<file path="src/rtl/decoder_3to8_seq.sv">
// Sequenced 3-to-8 decoder: codes arrive over valid/ready into a small FIFO and
// are driven out as registered one-hot words, each held for HOLD cycles.
module decoder_3to8_seq #(
  parameter int HOLD       = 4,
  parameter int FIFO_DEPTH = 4
) (
  input  logic       clk,
  input  logic       rst_n,
  input  logic       in_valid,
  output logic       in_ready,
  input  logic [2:0] in_code,
  input  logic       en,
  input  logic       flush,
  output logic [7:0] y,
  output logic       y_valid,
  output logic       busy,
  output logic [7:0] dec_cnt
);

  localparam int AW = $clog2(FIFO_DEPTH);
  localparam int CW = AW + 1;

  typedef enum logic {S_IDLE, S_HOLD} state_t;

  logic [2:0]    mem_q [FIFO_DEPTH];
  logic [AW-1:0] wr_ptr_q, rd_ptr_q;
  logic [CW-1:0] count_q;
  state_t        state_q, state_d;
  logic [7:0]    hold_q, hold_d;
  logic [7:0]    y_q, y_d;
  logic [7:0]    dec_cnt_q, dec_cnt_d;
  logic          full, empty, push, pop, can_pop;
  logic [2:0]    head;

  assign full    = (count_q == CW'(FIFO_DEPTH));
  assign empty   = (count_q == '0);
  assign push    = in_valid && !full && !flush;
  assign can_pop = !empty && en;
  assign head    = mem_q[rd_ptr_q];

  // Code storage carries no reset; occupancy is tracked by the pointers/count.
  always_ff @(posedge clk) begin
    if (push) mem_q[wr_ptr_q] <= in_code;
  end

  always_ff @(posedge clk or negedge rst_n) begin
    if (!rst_n) begin
      wr_ptr_q <= '0;
      rd_ptr_q <= '0;
      count_q  <= '0;
    end else if (flush) begin
      wr_ptr_q <= '0;
      rd_ptr_q <= '0;
      count_q  <= '0;
    end else begin
      if (push) wr_ptr_q <= wr_ptr_q + AW'(1);
      if (pop)  rd_ptr_q <= rd_ptr_q + AW'(1);
      case ({push, pop})
        2'b10:   count_q <= count_q + CW'(1);
        2'b01:   count_q <= count_q - CW'(1);
        default: count_q <= count_q;
      endcase
    end
  end

  // State register
  always_ff @(posedge clk or negedge rst_n) begin
    if (!rst_n) begin
      state_q   <= S_IDLE;
      hold_q    <= '0;
      y_q       <= '0;
      dec_cnt_q <= '0;
    end else begin
      state_q   <= state_d;
      hold_q    <= hold_d;
      y_q       <= y_d;
      dec_cnt_q <= dec_cnt_d;
    end
  end

  // Next-state: a pop decision looks only at the pre-edge count (no fall-through).
  always_comb begin
    state_d   = state_q;
    hold_d    = hold_q;
    y_d       = y_q;
    dec_cnt_d = dec_cnt_q;
    pop       = 1'b0;
    case (state_q)
      S_IDLE: begin
        if (can_pop) begin
          pop       = 1'b1;
          state_d   = S_HOLD;
          hold_d    = 8'(HOLD - 1);
          y_d       = 8'b1 << head;
          dec_cnt_d = dec_cnt_q + 8'd1;
        end else begin
          y_d = '0;
        end
      end
      S_HOLD: begin
        if (hold_q != '0) begin
          hold_d = hold_q - 8'd1;
        end else if (can_pop) begin
          pop       = 1'b1;
          hold_d    = 8'(HOLD - 1);
          y_d       = 8'b1 << head;
          dec_cnt_d = dec_cnt_q + 8'd1;
        end else begin
          y_d     = '0;
          state_d = S_IDLE;
        end
      end
      default: state_d = S_IDLE;
    endcase
    if (flush) begin
      pop       = 1'b0;
      state_d   = S_IDLE;
      hold_d    = '0;
      y_d       = '0;
      dec_cnt_d = dec_cnt_q;
    end
  end

  // Outputs
  always_comb begin
    y        = y_q;
    y_valid  = |y_q;
    busy     = !empty || (state_q == S_HOLD);
    in_ready = !full;
    dec_cnt  = dec_cnt_q;
  end

endmodule

</file>
<file path="config.mk">
export PLATFORM = sky130hd
export DESIGN_NAME = decoder_3to8_seq
export DESIGN_NICKNAME = d
export VERILOG_FILES = /design/src/rtl/decoder_3to8_seq.sv
export SDC_FILE = /design/constraint.sdc
export NUM_CORES = 1
export LEC_CHECK = 0
export ABC_AREA = 1
export CAP_MARGIN = 20
export CORE_AREA = 2 2 70 72
export DETAILED_ROUTE_END_ITERATION = 10
export DIE_AREA = 0 0 72 74
export GPL_ROUTABILITY_DRIVEN = 1
export GPL_TIMING_DRIVEN = 0
export PLACE_DENSITY = 0.73
export SYNTH_ARGS = -nofsm -noshare
export SYNTH_HDL_FRONTEND = slang
export SYNTH_SLANG_ARGS = --single-unit
</file>
<file path="constraint.sdc">
create_clock -name clk -period 1.81 [get_ports clk]
set_input_delay 0.2715 -clock clk [delete_from_list [all_inputs] [get_ports clk]]
set_output_delay 0.2715 -clock clk [all_outputs]
set_load 0.01 [all_outputs]
</file>
==> flow_metrics.tcl <==
set metrics [dict create \
    postSynthAreaPerCell_um2 8.88 \
    synthSimpleGateAreaFrac 0.241 \
    dp_hpwl_mm 3.02 \
    routed_wl_mm 4.29 \
    period_needed_ns 1.81 \
    crit_fanout 3 \
    required_ns 1.99 \
    critPathMaxStageDelay_ns 0.38 \
    rows 25 \
    fmax_ghz 0.554 \
    ys_seq_area_frac 0.529 \
    slowest_stage "dfrtp_1" \
    track_usage 0.180 \
    port_buffers 25 \
    synthMuxAreaShare 0 \
    final_nets 310 \
    clock_sinks 44 \
    cellLeakagePower_nw 1.31 \
    critical_path_class "reg -> reg" \
    worstMarginPinSlew_ns 0.708 \
    rsz0062_at_grt "true" \
    fillers 385 \
    hold_class "in -> async" \
    peakVddDrop_v 0.000715 \
    fp.dieW_um 72 \
    avgViaCountPerCell 5.00 \
    io_pins 27 \
    max_cap_violations 0 \
    clk_pin_slew_ns 0.08 \
    synth_top_family_by_area "simple AND/OR/NAND/NOR gates" \
    total_power_mw 3.80 \
    vias 1746 \
    clk_latency_ns 0.29 \
    worst-r2r-cell-count 13 \
    route.detailed.drc 0 \
    gp_congestion 0.837 \
    synth_fa_ha_area_frac 0.0491 \
    drtIter0Drc 104 \
    first_global_vias 1650 \
    antenna_found_initial 0 \
    antenna_left 0 \
    netlist_instances 247 \
    cts.htree.levels 2 \
    fin_skew_ns 0.00491 \
    startpoint_type "flip-flop" \
    drive_above_1_share 0.186 \
    synth_compound_area_frac 0.0799 \
    grt_overflow_total 0 \
    die_h_um 74 \
    grt_first_pass_wirelength_mm 7.37 \
    firstDrtPassIters 4 \
    cp_cell_sequence "inv_2, ha_2, nand2_2, o21ai_4, nand3_4, inv_2, fa_2, xnor2_2, inv_1, nand2_1, nand2_1, nand3_1, nand2_1" \
    wl_per_cell_um 12.3 \
    numCtsBuffers 5 \
    layout.cells.non_filler 349 \
    clock-root-buffer "clkbuf_8" \
    start_util 0.477 \
    dieArea_um2 5330 \
    period_share 0.998 \
    maxSlewHeadroom 0.528 \
    grt_max_degree 33 \
    cts_tree "yes" \
    finalMaxSlewViolations 0 \
    crit_path_end_kind "flip-flop" \
    ctsHoldBuffers 0 \
    antennaDiodeCount 0 \
    syn_to_final_growth_pct 26.4 \
    clock_path_buffers 2 \
    critPathArrivalTime_ns 1.99 \
    syn-num-nets 263 \
    synth-warning-count 0 \
    hold_viol 0 \
    yosysUniqueCellTypes 31 \
    status "complete, no violations" \
    synthesis.area_um2 2190 \
    placed_cells 326 \
    finalSetupViolCount 0 \
    yosys.area_share.xor_xnor 0.0359 \
    core_area_um2 4600 \
    crit_top_cell "nand2_1" \
    power_density_nw_per_um2 1370 \
    synth-seq-cells 44 \
]
[cell usage after synthesis (all sizes together)]
master | instances | area share
a21boi | 1 | 0.0034
nand3b | 1 | 0.0034
inv | 32 | 0.055
a31oi | 1 | 0.0029
buf | 2 | 0.0046
dfrtp | 32 | 0.37
xor2 | 6 | 0.024
a211oi | 1 | 0.0034
o21a | 2 | 0.0068
nand4 | 4 | 0.011
nor2 | 23 | 0.044
a21oi | 6 | 0.014
edfxtp | 12 | 0.16
fa | 1 | 0.0091
clkinv | 1 | 0.0040
nand3 | 17 | 0.047
o21ai | 18 | 0.046
xnor2 | 3 | 0.012
clkbuf | 1 | 0.0017
ha | 7 | 0.040
nand2 | 71 | 0.12
o21bai | 1 | 0.0034
nor3 | 2 | 0.0046
nor4 | 2 | 0.0057
[per-stage QoR]
stage | hold WS, ns | utilization | instance area [um^2] | TNS (ns) | setup slack [ns]
floorplan | -0.0241 | - | 2210 | 0 | 0.0116
detailed placement | 0.364 | 0.549 | 2520 | -0.444 | -0.286
global placement | 0.502 | 0.550 | 2530 | -5.92 | -0.246
CTS | 0.0454 | 0.584 | 2690 | -0.0539 | -0.0539
global route | 0.0704 | 0.603 | 2770 | -0.0760 | -0.0738
finish | 0.0273 | 0.603 | 2770 | 0 | 0.00343
[final cells by class]
cell class | count | area, um^2 | area share
clock buffers | 6 | 72.6 | 0.0262
inverters | 33 | 131 | 0.0474
clock inverters | 2 | 11.3 | 0.00406
plain buffers | 3 | 16.3 | 0.00587
multi-input cells | 167 | 950 | 0.343
flip-flops and latches | 44 | 1160 | 0.419
repair buffers | 40 | 363 | 0.131
well taps | 54 | 67.6 | 0.0244
[per-layer routing]
layer  routed length (um)  vias up  global-route usage
met1                 1950      818               0.238
li1                     -      888                   -
met5                    0        -                   0
met3                  152        5              0.0407
met4                   55        0              0.0629
met2                 2130       35               0.297
[logic make-up (layout without fill, tap and decap cells)]
group / count (synthesis) / in the layout
flip-flops: 44 / 44
AO/OA/AOI/OAI: 30 / 30
XOR/XNOR: 9 / 9
buffers and inverters: 36 / 84
AND/OR/NAND/NOR: 120 / 120
adder cells (fa/ha/maj): 8 / 8
[critical path: cells and delay by family (launching register included)]
kind            cells  cell delay, ns
compound gates      1            0.08
buf+inv             3            0.16
xor+xnor            1            0.17
simple gates        6            0.41
fa+ha+maj           2            0.50
flops               1            0.38
[sequential cells by signal, summed over array words and instances (netlist names)]
| register | flops |
|---|---|
| mem_q | 12 |
| dec_cnt | 8 |
| hold_q | 8 |
| y | 8 |
| count_q | 3 |
| rd_ptr_q | 2 |
| wr_ptr_q | 2 |
| state_q | 1 |
[power breakdown]
group / internal [mW] / leakage [nW] / switching [mW] / total [mW]
Clock: 0.271 / 0.0455 / 0.319 / 0.590
Sequential: 1.21 / 0.540 / 0.170 / 1.38
Combinational: 0.798 / 0.723 / 1.03 / 1.83
[worst paths after layout]
kind                                              from                      to  slack (ns)
min in group clk                                 flush     hold_q[7]$_DFF_PN0_        0.28
worst min register to register  dec_cnt[3]$_DFFE_PN0P_  dec_cnt[3]$_DFFE_PN0P_        0.52
worst max-delay path               hold_q[1]$_DFF_PN0_  count_q[2]$_DFFE_PN0P_       0.003
worst min-delay path                             rst_n  count_q[0]$_DFFE_PN0P_        0.03
worst max register to register     hold_q[1]$_DFF_PN0_  count_q[2]$_DFFE_PN0P_       0.003
max in group asynchronous                        rst_n  dec_cnt[1]$_DFFE_PN0P_        1.33
[cells in the final DEF (no fill, tap or decap), drive strengths merged, types with 2 or more instances in the layout]
cell            n
nand2          71
inv            33
dfrtp          32
nor2           23
clkdlybuf4s50  22
o21ai          18
buf            17
nand3          17
edfxtp         12
clkbuf          8
ha              7
a21oi           6
xor2            6
nand4           4
xnor2           3
o21a            2
nor4            2
nor3            2
dlymetal6s2s    2
clkinv          2
[timing repair]
action / CTS / global route
setup buffers: 8 / 7
endpoints found under the setup margin: 2 / 11
resized for setup: 5 / 12
gates cloned: 0 / 0
pin swaps: 7 / 10
(Power assumes the default switching activity.)
